### src/rtl/bcd_7seg_pkg.sv
// Shared types and glyph constants for the BCD 7-segment scan driver.
// Segment vectors are ordered {g,f,e,d,c,b,a} and are active-high (1 lights a segment).
package bcd_7seg_pkg;

    typedef logic [6:0] seg_t;

    // Bit order of a seg_t: bit 6 = g ... bit 0 = a.
    typedef struct packed {
        logic g;
        logic f;
        logic e;
        logic d;
        logic c;
        logic b;
        logic a;
    } seg_fields_t;

    localparam seg_t SEG_0     = 7'b0111111;
    localparam seg_t SEG_1     = 7'b0000110;
    localparam seg_t SEG_2     = 7'b1011011;
    localparam seg_t SEG_3     = 7'b1001111;
    localparam seg_t SEG_4     = 7'b1100110;
    localparam seg_t SEG_5     = 7'b1101101;
    localparam seg_t SEG_6     = 7'b1111101;
    localparam seg_t SEG_7     = 7'b0000111;
    localparam seg_t SEG_8     = 7'b1111111;
    localparam seg_t SEG_9     = 7'b1101111;
    localparam seg_t SEG_A     = 7'b1110111;
    localparam seg_t SEG_B     = 7'b1111100;
    localparam seg_t SEG_C     = 7'b0111001;
    localparam seg_t SEG_D     = 7'b1011110;
    localparam seg_t SEG_E     = 7'b1111001;
    localparam seg_t SEG_F     = 7'b1110001;
    localparam seg_t SEG_DASH  = 7'b1000000;
    localparam seg_t SEG_BLANK = 7'b0000000;

endpackage

### src/rtl/bcd_7seg_decode.sv
// Combinational nibble-to-glyph lookup (active-high segments).
// Codes 10-15 render as hex letters when BCD_7SEG_HEX_EN is defined, else as a dash.
module bcd_7seg_decode
    import bcd_7seg_pkg::*;
(
    input  logic [3:0] i_nibble,
    output seg_t       o_seg
);

    always_comb begin
        o_seg = SEG_DASH;
        case (i_nibble)
            4'd0:    o_seg = SEG_0;
            4'd1:    o_seg = SEG_1;
            4'd2:    o_seg = SEG_2;
            4'd3:    o_seg = SEG_3;
            4'd4:    o_seg = SEG_4;
            4'd5:    o_seg = SEG_5;
            4'd6:    o_seg = SEG_6;
            4'd7:    o_seg = SEG_7;
            4'd8:    o_seg = SEG_8;
            4'd9:    o_seg = SEG_9;
`ifdef BCD_7SEG_HEX_EN
            4'd10:   o_seg = SEG_A;
            4'd11:   o_seg = SEG_B;
            4'd12:   o_seg = SEG_C;
            4'd13:   o_seg = SEG_D;
            4'd14:   o_seg = SEG_E;
            4'd15:   o_seg = SEG_F;
`endif
            default: o_seg = SEG_DASH;
        endcase
    end

endmodule

### src/rtl/bcd_7seg_scan_driver.sv
// Time-multiplexed BCD display driver: prescaler, digit scan, anti-tearing load,
// leading-zero blanking and registered outputs. Hex glyphs via BCD_7SEG_HEX_EN.
module bcd_7seg_scan_driver
    import bcd_7seg_pkg::*;
#(
    parameter int NUM_DIGITS     = 4,
    parameter int CLK_DIV        = 1000,
    parameter bit SEG_ACTIVE_LOW = 1'b1,
    parameter bit AN_ACTIVE_LOW  = 1'b1
) (
    input  logic                          clk,
    input  logic                          rst,
    input  logic [4*NUM_DIGITS-1:0]       bcd_in,
    input  logic                          load,
    input  logic                          blank_en,
    output logic [6:0]                    seg,
    output logic [NUM_DIGITS-1:0]         anode,
    output logic [$clog2(NUM_DIGITS)-1:0] digit_idx,
    output logic                          frame_done
);

    localparam int IDX_W = $clog2(NUM_DIGITS);
    localparam int PS_W  = $clog2(CLK_DIV);

    localparam logic [PS_W-1:0]       PS_LAST  = PS_W'(CLK_DIV - 1);
    localparam logic [IDX_W-1:0]      IDX_LAST = IDX_W'(NUM_DIGITS - 1);
    localparam seg_t                  SEG_OFF  = SEG_ACTIVE_LOW ? 7'h7F : 7'h00;
    localparam logic [NUM_DIGITS-1:0] AN_OFF   = AN_ACTIVE_LOW ? {NUM_DIGITS{1'b1}} : '0;

    logic [PS_W-1:0]         r_presc;
    logic [IDX_W-1:0]        r_digit_idx;
    logic                    r_frame_done;
    logic [4*NUM_DIGITS-1:0] r_pending;
    logic [4*NUM_DIGITS-1:0] r_display;
    seg_t                    r_seg;
    logic [NUM_DIGITS-1:0]   r_anode;

    logic                    w_tick;
    logic                    w_wrap;
    logic [3:0]              w_nibble;
    logic [NUM_DIGITS-1:0]   w_blank_mask;
    logic                    w_blank;
    logic [NUM_DIGITS-1:0]   w_onehot;
    seg_t                    w_glyph;
    seg_t                    w_seg_int;

    assign w_tick = (r_presc == PS_LAST);
    assign w_wrap = w_tick && (r_digit_idx == IDX_LAST);

    always_comb begin
        w_nibble = 4'd0;
        w_onehot = '0;
        for (int i = 0; i < NUM_DIGITS; i++) begin
            if (r_digit_idx == IDX_W'(i)) begin
                w_nibble    = r_display[4*i +: 4];
                w_onehot[i] = 1'b1;
            end
        end
    end

    // A digit is blanked while every nibble from the top down to it is zero;
    // bit 0 is never set so the rightmost digit always shows.
    always_comb begin
        logic v_zero_run;
        v_zero_run   = blank_en;
        w_blank_mask = '0;
        for (int i = NUM_DIGITS - 1; i >= 1; i--) begin
            v_zero_run      = v_zero_run && (r_display[4*i +: 4] == 4'd0);
            w_blank_mask[i] = v_zero_run;
        end
    end

    assign w_blank = w_blank_mask[r_digit_idx];

    bcd_7seg_decode u_decode (
        .i_nibble (w_nibble),
        .o_seg    (w_glyph)
    );

    assign w_seg_int = w_blank ? SEG_BLANK : w_glyph;

    // load is a single-cycle strobe with no back-pressure; the display register only
    // changes on the wrap tick so a frame is never drawn from two different values.
    always_ff @(posedge clk) begin
        if (rst) begin
            r_presc      <= '0;
            r_digit_idx  <= '0;
            r_frame_done <= 1'b0;
            r_pending    <= '0;
            r_display    <= '0;
            r_seg        <= SEG_OFF;
            r_anode      <= AN_OFF;
        end else begin
            r_presc      <= w_tick ? '0 : r_presc + 1'b1;
            if (w_tick) begin
                r_digit_idx <= (r_digit_idx == IDX_LAST) ? '0 : r_digit_idx + 1'b1;
            end
            r_frame_done <= w_wrap;
            if (load) begin
                r_pending <= bcd_in;
            end
            if (w_wrap) begin
                r_display <= load ? bcd_in : r_pending;
            end
            r_seg        <= SEG_ACTIVE_LOW ? ~w_seg_int : w_seg_int;
            r_anode      <= AN_ACTIVE_LOW ? ~w_onehot : w_onehot;
        end
    end

    assign seg        = r_seg;
    assign anode      = r_anode;
    assign digit_idx  = r_digit_idx;
    assign frame_done = r_frame_done;

endmodule

### config.mk
export PLATFORM = sky130hd
export DESIGN_NAME = bcd_7seg_scan_driver
export DESIGN_NICKNAME = d
export VERILOG_FILES = /design/src/rtl/bcd_7seg_pkg.sv /design/src/rtl/bcd_7seg_decode.sv /design/src/rtl/bcd_7seg_scan_driver.sv
export SDC_FILE = /design/constraint.sdc
export NUM_CORES = 1
export LEC_CHECK = 0
export BUFFER_PORTS_ARGS = -buffer_cell sky130_fd_sc_hd__buf_2
export CAP_MARGIN = 20
export CORE_UTILIZATION = 35
export CTS_CLUSTER_SIZE = 40
export DETAILED_ROUTE_END_ITERATION = 16
export PLACE_DENSITY_LB_ADDON = 0.1
export SKIP_CTS_REPAIR_TIMING = 1
export SLEW_MARGIN = 5
export SYNTH_ARGS = -nofsm -noshare
export SYNTH_HDL_FRONTEND = slang
export SYNTH_SLANG_ARGS = --single-unit
### constraint.sdc
create_clock -name clk -period 2.4 [get_ports clk]
set_clock_uncertainty 0.1 [all_clocks]
set_input_delay 0.12 -clock clk [delete_from_list [all_inputs] [get_ports clk]]
set_output_delay 0.12 -clock clk [all_outputs]
set_load 0.02 [all_outputs]
==> results of run 1 <==
## layer usage
metal / wire [um] / track usage (%)
met5: 0 / 0
met3: 125 / 2.77
met1: 2200 / 17.7
met4: 79 / 6.58
met2: 2050 / 23.7
## worst reg2reg max path, cell delays in order, from the launching register on
cell      delay, ns
dfxtp_1        0.43
inv_1          0.09
ha_1           0.28
nand3b_1       0.20
a211o_1        0.36
ha_1           0.32
nor2_1         0.14
o21ba_2        0.13
o21ai_0        0.06
## through the flow
step | hold slack, ns | worst slack, ns | power, mW | area [um2] | utilization [%]
6_report | -0.00454 | 0.162 | 1.69 | 2680 | 41.7
5_1_grt | 0.00918 | -0.000728 | 1.77 | 2680 | 41.7
4_1_cts | -0.0185 | 0.124 | 1.72 | 2660 | 41.4
3_5_place_dp | 0.319 | 0.135 | 1.08 | 2540 | 39.6
3_3_place_gp | 0.321 | 0.249 | 1.08 | 2540 | 39.6
2_1_floorplan | 0.206 | 0.245 | 1.05 | 2340 | -
## worst min path at each step
stage               start       endpoint  depth (start not counted)
2_1_floorplan   bcd_in[0]   r_pending[0]                          2
3_3_place_gp    bcd_in[2]   r_pending[2]                          3
3_5_place_dp   bcd_in[11]  r_pending[11]                          3
4_1_cts        bcd_in[11]  r_pending[11]                          3
5_1_grt        bcd_in[11]  r_pending[11]                          3
6_report       bcd_in[11]  r_pending[11]                          3
## cells by family (layout without fill, tap and decap cells)
logic type	after synthesis	after routing	synth area share [%]
AOI/OAI and AO/OA	43	43	12.9
and+or+nand+nor	90	90	19.8
xor gates and xnor gates	8	8	2.99
buffers and inverters	17	50	3.90
DFF	56	56	47.8
adders and majority gates	10	10	5.34
muxes	17	17	7.26
## cells in the mapped netlist, types with 2 or more instances
| master | n | area, um2 |
|---|---|---|
| nor3b_1 | 2 | 15.0 |
| inv_1 | 5 | 18.8 |
| nand2_1 | 13 | 48.8 |
| a211oi_1 | 3 | 22.5 |
| and2_1 | 2 | 12.5 |
| ha_1 | 10 | 125 |
| xor2_1 | 3 | 26.3 |
| nand3b_1 | 3 | 22.5 |
| mux2i_1 | 17 | 170 |
| nand3_1 | 4 | 20.0 |
| dfxtp_1 | 56 | 1120 |
| nand4_1 | 2 | 12.5 |
| o22a_1 | 9 | 78.8 |
| xnor2_1 | 5 | 43.8 |
| a21oi_1 | 5 | 25.0 |
| nor2_1 | 35 | 131 |
| buf_2 | 4 | 20.0 |
| and3_1 | 4 | 25.0 |
| buf_6 | 3 | 33.8 |
| o21ai_0 | 13 | 65.1 |
| o21ba_2 | 2 | 20.0 |
| or3_1 | 2 | 12.5 |
| nor4_1 | 3 | 18.8 |
| nor2b_1 | 3 | 18.8 |
| clkbuf_1 | 4 | 15.0 |
| nand2b_1 | 13 | 81.3 |
| o21ai_1 | 3 | 15.0 |
## sequential cells by signal, summed over array words and instances, names as in the netlist
| register | cells |
|---|---|
| seg | 7 |
| r_presc | 10 |
| digit_idx | 2 |
| frame_done | 1 |
| r_pending | 16 |
| anode | 4 |
| r_display | 16 |
## cell type report
| type | count | area share, % |
|---|---|---|
| sequential | 56 | 41.9 |
| clock buffer | 5 | 2.57 |
| multi-input combinational | 168 | 42.3 |
| clock inverter | 3 | 1.77 |
| inverter | 6 | 0.840 |
| timing repair buffer | 36 | 7.09 |
| tap | 77 | 3.59 |
## power by group through the flow
stage          Sequential, mW  Clock [mW]  Combinational (mW)
2_1_floorplan           0.991           0              0.0568
5_1_grt                 0.966       0.694               0.107
3_3_place_gp            0.984           0              0.0942
3_5_place_dp            0.985           0              0.0956
6_report                0.963       0.635              0.0943
4_1_cts                 0.963       0.659              0.0957
==> out/metrics.cfg, run 1 <==
[final_layout]
final_common_cell=dfxtp_1
fill_cells=661
ff_latch_area_um2=1120
final_layout_size_suffix_gt1_share_pct=19.3
layout_common_cells=dfxtp_1, nor2_1, buf_2, mux2i_1
syn2layout_area_growth_pct=14.4
fin_nets=303
multi_input_area_um2=1130
instances_no_fill=351
antenna_cells=0

[yosys]
syn_area_um2=2340
ys.flop_type=dfxtp_1
synthesis.nets=271
syn_inst=241
ys_async_sr_fraction_pct=0
synth-seq-cells=56
ys_seq_area_share_pct=47.8
synth_warnings=0
synth_cell_types=40
synth_area_per_cell_um2=9.72
synth_edf_count=0

[critical_path]
cp-endpoint=seg[3]
endpoint_kind=register
timing.rr.start=digit_idx[1]
path_cells=inv_1, ha_1, nand3b_1, a211o_1, ha_1, nor2_1, o21ba_2, o21ai_0
cp-start-kind=register
critical_path_class=reg2reg
rrSetupSlack_ns=0.16
worstPathMaxFanout=9
r2r_end=seg[3]
path_depth=8
cp.required_ns=2.48
worst-path-buf-inv=1
arrival_ns=2.32
slowest_stage=dfxtp_1
cp-startpoint=digit_idx[1]
crit_family=adder cells
slowest_delay_ns=0.43
r2r_cells=8
path_common_cell=ha_1

[timing]
fmax_mhz=447
final.setup.tns_ns=0
finalHoldViolCount=4
setup_viol=0
fin_crit_ns=2.24
slew-limit-headroom_pct=61.5
finalHoldWorstSlack_ns=-0.00454
period_share_pct=93.3
drv_slew=0
tightest_slew_ns=0.578

[min_path]
hold_class=in2reg

[route]
drc=4
post_drt_wl_per_cell_um=12.7
firstDrtPassIters=10
drtIter0Drc=95
ant_nets=0
vias_per_cell=4.76
wl_um=4450
dr_total_vias=1671

[clock_network]
cts_sinks=56
cts-root-buf=clkbuf_8
cts_max_level=2
clock_path_buffers=2
cts_buffers=5
cts_tree=done
clk_latency_ns=0.31
cts.clk_slew.worst_paths_ns=0.10

[floorplanning]
core_area_um2=6420
start_util_pct=36.5
io_pins=34
die_y_um=83.8
die_area_um2=7030
die_w_um=83.8
num_rows=29

[power_and_ir_drop]
power_frac_comb_pct=5.6
switching_share_pct=22.4
p_leak_nw=1.18
power.density_nw_per_um2=631
internal_power_mw=1.31
clkPwrFrac_pct=37.5
power_switching_mw=0.379
seq_power_share_pct=56.9
ir_drop_uv=418

[global_route]
grt_start_max_net_pins=35
grt_pass1_wl_um=7970
grt_pass1_vias=1717
antenna_found_initial=0
track_usage_pct=14.2
grt_overflow_total=0

[status]
violations=DRC, hold timing
status=finished, violations left

[job]
max-cap-violations=0

[placement]
detailed_place_hpwl_um=3160
place_congestion=0.769
io_buffer_count=33
dpl.cell_count=341

Power figures use the tool's default switching activity.
==> run 2: changes to the inputs <==
==> constraint.sdc (replaced) <==
create_clock -name clk -period 2.25 [get_ports clk]
set_clock_uncertainty 0.1 [all_clocks]
set_input_delay 0.1125 -clock clk [delete_from_list [all_inputs] [get_ports clk]]
set_output_delay 0.1125 -clock clk [all_outputs]
set_load 0.02 [all_outputs]
==> run 2 against run 1 <==
The flow still finishes with violations (DRC, hold timing). First-iteration DRC count down 20%. Combinational power up 9%. Largest power group unchanged. Fmax up 5.7%.
==> out/metrics.cfg, run 2 (synthesis results as in run 1) <==
[status]
status=finished, violations left
violations=DRC, hold timing

[final_layout]
reg.largest.list=r_display (16), r_pending (16), r_presc (10)
instances_no_fill=355  ; +1.1%
fin_nets=307  ; +1.3%
layout_common_cells=dfxtp_1, nor2_1, buf_2, mux2i_1
syn2layout_area_growth_pct=16.0
fill_cells=632  ; -4.4%
antenna_cells=0  ; unchanged
final_common_cell=dfxtp_1
final_layout_size_suffix_gt1_share_pct=21.2  ; +1.9 points

[timing]
drv_slew=0  ; unchanged
fmax_mhz=472  ; +5.7%
finalHoldWorstSlack_ns=-0.00972  ; -0.00518 ns
setup_viol=0  ; unchanged
tightest_slew_ns=0.593  ; +0.0151 ns
grt_setup_unrepaired=true
fin_crit_ns=2.12  ; -0.121 ns
period_share_pct=94.1  ; +0.83 points
finalHoldViolCount=6  ; +2
slew-limit-headroom_pct=60.4  ; -1.0 points

[clock_network]
cts.clk_slew.worst_paths_ns=0.10  ; about the same
cts_buffers=5  ; unchanged
cts_sinks=56  ; unchanged
cts_tree=done
cts-root-buf=clkbuf_8
cts_max_level=2  ; unchanged
clock_path_buffers=2  ; unchanged
clk_latency_ns=0.31  ; about the same

[global_route]
antenna_found_initial=0  ; unchanged
grt_start_max_net_pins=35  ; unchanged
grt_pass1_wl_um=7680  ; -3.6%
grt_pass1_vias=1625  ; -5.4%
grt_overflow_total=0  ; unchanged
track_usage_pct=13.8  ; -0.49 points

[critical_path]
path_cells=inv_1, ha_1, nand3b_1, a211o_1, ha_1, nor2_2, o21ba_2, o21ai_0
slowest_stage=dfxtp_2
critical_path_class=reg2reg
cp-start-kind=register
worstPathMaxFanout=6  ; -3
slowest_delay_ns=0.39  ; -0.04 ns
endpoint_kind=register
cp.required_ns=2.32  ; -0.16 ns
arrival_ns=2.18  ; -0.14 ns
path_common_cell=ha_1

[floorplanning]
die_area_um2=7030  ; unchanged
core_area_um2=6420  ; unchanged
die_w_um=83.8  ; unchanged
die_y_um=83.8  ; unchanged
io_pins=34  ; unchanged
start_util_pct=36.5  ; unchanged
num_rows=29  ; unchanged

[job]
max-cap-violations=0  ; unchanged

[power_and_ir_drop]
power_mw=1.77  ; +4.6%
power.density_nw_per_um2=651  ; +3.1%
ir_drop_uv=270  ; -36%
p_leak_nw=1.20  ; +1.3%

[route]
post_drt_wl_per_cell_um=12.5  ; -1.7%
drc=5  ; +1
vias_per_cell=4.78  ; +0.41%
wl_um=4430  ; -0.56%
dr_total_vias=1697  ; +1.6%
ant_nets=0  ; unchanged
drtIter0Drc=76  ; -20%
firstDrtPassIters=10  ; unchanged

[placement]
detailed_place_hpwl_um=3130  ; -0.90%
io_buffer_count=33  ; unchanged
place_congestion=0.780  ; +1.4%
dpl.cell_count=344  ; +0.88%

[min_path]
hold_class=in2reg

[run 2: cell count changes in the layout (fill, tap and decap cells not counted), moves of 2 or more]
cell,previous run,this run
ha_1,9,7
buf_4,2,4
ha_2,1,3
clkinv_4,2,0
dlygate4sd3_1,1,3
[run 2: area by class of cell]
class	count	area, um2	share of cell area (%)
clock inverter	2	35.0	1.29
multi-input combinational	168	1140	42.1
inverter	6	22.5	0.828
tap	77	96.3	3.54
clock buffer	6	72.6	2.67
timing repair buffer	40	225	8.28
sequential	56	1120	41.3
[run 2: path summary, 6_finish.rpt]
| path | slack, ns | start | end | cells after the start |
|---|---|---|---|---|
| max reg2reg | 0.13 | digit_idx[1] | seg[3] | 8 |
| min reg2reg | 0.35 | r_presc[0] | r_presc[0] | 1 |
| min | -0.01 | bcd_in[9] | r_pending[9] | 3 |
| max | 0.13 | digit_idx[1] | seg[3] | 8 |
[run 2: metal layers]
layer | vias to the layer above | global-route usage, % | share of wire, %
li1 | 901 | - | -
met1 | 750 | 17.3 | 49
met2 | 37 | 21.8 | 45
met3 | 9 | 3.26 | 3.7
met4 | 0 | 7.05 | 2.2
met5 | - | 0 | 0
[run 2: stage by stage]
stage | utilization, % | TNS [ns] | worst slack (ns) | area [um2]
2_1_floorplan | - | 0 | 0.0953 | 2340
3_3_place_gp | 40.0 | 0 | 0.0986 | 2570
3_5_place_dp | 40.0 | 0 | 0.0246 | 2570
4_1_cts | 41.6 | 0 | 0.00319 | 2670
5_1_grt | 42.3 | -0.0204 | -0.0144 | 2720
6_report | 42.3 | 0 | 0.133 | 2720
[run 2: report_power, final]
part           leakage (nW)  switching (mW)  internal (mW)
sequential            0.459         0.00805           1.02
clock                0.0552           0.309          0.331
combinational         0.687          0.0555         0.0475
[run 2: worst max-delay path: cells and delay by family (launching register included)]
| kind | cells | cell delay [ns] |
|---|---|---|
| AO/OA/AOI/OAI | 3 | 0.52 |
| adder cells (fa/ha/maj) | 2 | 0.58 |
| buffers and inverters | 1 | 0.07 |
| flip-flops | 1 | 0.39 |
| AND/OR/NAND/NOR | 2 | 0.32 |
==> run 3: changes to the inputs <==
--- a/config.mk
+++ b/config.mk
@@ -10,7 +10,7 @@
 export CORE_UTILIZATION = 35
 export CTS_CLUSTER_SIZE = 40
 export DETAILED_ROUTE_END_ITERATION = 16
-export PLACE_DENSITY_LB_ADDON = 0.1
+export PLACE_DENSITY = 0.62
 export SKIP_CTS_REPAIR_TIMING = 1
 export SLEW_MARGIN = 5
 export SYNTH_ARGS = -nofsm -noshare
==> run 3 against run 2 <==
The flow still finishes with violations (DRC, hold timing). Count of clock-buffer cells in the layout is 1 higher. Design area is 0.41% higher. Critical path type unchanged. Wire length is 0.68% lower. Combinational power hardly changed.
==> out/metrics.cfg, run 3 (synthesis results as in run 1) <==
[floorplanning]
core_area_um2=6420  ; unchanged
io_pins=34  ; unchanged
die_y_um=83.8  ; unchanged
die_area_um2=7030  ; unchanged
die_w_um=83.8  ; unchanged
start_util_pct=36.5  ; unchanged
num_rows=29  ; unchanged

[clock_network]
cts_tree=done
cts_buffers=5  ; unchanged
clock_path_buffers=2  ; unchanged
cts-root-buf=clkbuf_8
cts_sinks=56  ; unchanged
cts_max_level=2  ; unchanged
cts.clk_slew.worst_paths_ns=0.09  ; about the same
clk_latency_ns=0.30  ; about the same

[power_and_ir_drop]
seq_power_share_pct=60.9  ; +2.9 points
ir_drop_uv=295  ; +9.4%
power.density_nw_per_um2=617  ; -5.2%
clkPwrFrac_pct=33.0  ; -3.2 points
power_frac_comb_pct=6.0  ; +0.2 points
internal_power_mw=1.31  ; -6.0%
power_switching_mw=0.370  ; -0.64%
switching_share_pct=22.0  ; +0.93 points
p_leak_nw=1.18  ; -1.6%

[final_layout]
fill_cells=654  ; +3.5%
final_common_cell=dfxtp_1
reg.largest.list=r_display (16), r_pending (16), r_presc (10)
layout_common_cells=dfxtp_1, nor2_1, buf_2, mux2i_1
post-route-util_pct=42.5  ; +0.18 points
final_layout_size_suffix_gt1_share_pct=22.9  ; +1.7 points
fin_nets=304  ; -0.98%
syn2layout_area_growth_pct=16.5
antenna_cells=0  ; unchanged

[placement]
io_buffer_count=33  ; unchanged
place_congestion=0.766  ; -1.7%
detailed_place_hpwl_um=3110  ; -0.71%

[route]
wl_um=4400  ; -0.68%
dr_total_vias=1709  ; +0.71%
post_drt_wl_per_cell_um=12.5  ; +0.17%
drtIter0Drc=103  ; +36%
drc=6  ; +1
firstDrtPassIters=10  ; unchanged
vias_per_cell=4.86  ; +1.6%
ant_nets=0  ; unchanged

[min_path]
hold_class=in2reg

[timing]
fin_crit_ns=2.12  ; +0.000901 ns
slew-limit-headroom_pct=60.9  ; +0.46 points
finalHoldViolCount=3  ; -3
period_share_pct=94.1  ; about the same
finalHoldWorstSlack_ns=-0.00345  ; +0.00627 ns
fmax_mhz=472  ; about the same
setup_viol=0  ; unchanged
tightest_slew_ns=0.586  ; -0.00691 ns
drv_slew=0  ; unchanged

[global_route]
grt_pass1_vias=1591  ; -2.1%
antenna_found_initial=0  ; unchanged
grt_overflow_total=0  ; unchanged
grt_pass1_wl_um=7330  ; -4.5%
track_usage_pct=13.1  ; -0.69 points
grt_start_max_net_pins=35  ; unchanged

[status]
status=finished, violations left
violations=DRC, hold timing

[critical_path]
cp-start-kind=register
worstPathMaxFanout=9  ; +3
critical_path_class=reg2reg
slowest_stage=dfxtp_4
cp.required_ns=2.31  ; about the same
path_cells=inv_1, ha_4, nand3b_1, a211o_1, ha_1, nor2_2, o21ba_2, o21ai_0
rrSetupSlack_ns=0.13  ; about the same
endpoint_kind=register
arrival_ns=2.18  ; about the same
slowest_delay_ns=0.38  ; about the same

[job]
max-cap-violations=0  ; unchanged

## run 3: cell type report
class,count,area [um2],area share [%]
multi-input cells,168,1190,43.7
flip-flops and latches,56,1130,41.2
repair buffers,37,198,7.24
well taps,77,96.3,3.53
clock buffers,7,86.3,3.16
inverters,6,22.5,0.825
clock inverters,1,7.51,0.275
## run 3: per-layer routing
| layer | global-route usage [%] | wire length (um) |
|---|---|---|
| met3 | 3.17 | 154 |
| met2 | 20.8 | 1930 |
| met4 | 5.64 | 83 |
| met5 | 0 | 0 |
| met1 | 16.8 | 2230 |
## run 3: worst max-delay path: cells and delay by family (launching register included)
| family | cells | cell delay, ns |
|---|---|---|
| buffers and inverters | 1 | 0.11 |
| AND/OR/NAND/NOR | 2 | 0.29 |
| adder cells (fa/ha/maj) | 2 | 0.54 |
| AO/OA/AOI/OAI | 3 | 0.56 |
| flip-flops | 1 | 0.38 |
## run 3: power groups by stage
stage | registers (mW) | clock network [mW] | logic (mW)
2_1_floorplan | 1.06 | 0 | 0.0606
3_3_place_gp | 1.05 | 0 | 0.100
3_5_place_dp | 1.05 | 0 | 0.102
4_1_cts | 1.03 | 0.579 | 0.103
5_1_grt | 1.03 | 0.620 | 0.114
6_report | 1.03 | 0.556 | 0.101
## run 3: worst paths after layout
check | from | cells past startpoint | end
worst max-delay path | digit_idx[1] | 8 | seg[3]
worst min-delay path | bcd_in[8] | 3 | r_pending[8]
worst max register to register | digit_idx[1] | 8 | seg[3]
worst min register to register | r_presc[0] | 1 | r_presc[0]
## run 3: through the flow
step	setup TNS [ns]	cell area (um2)	instances	worst slack [ns]	power, mW
final	0	2730	352	0.132	1.68
after global routing	-0.0332	2730	352	-0.0313	1.76
after CTS	0	2650	350	0.0321	1.71
after detailed placement	0	2550	342	0.0549	1.15
after global placement	0	2550	342	0.134	1.15
after floorplan	0	2340	241	0.0953	1.12
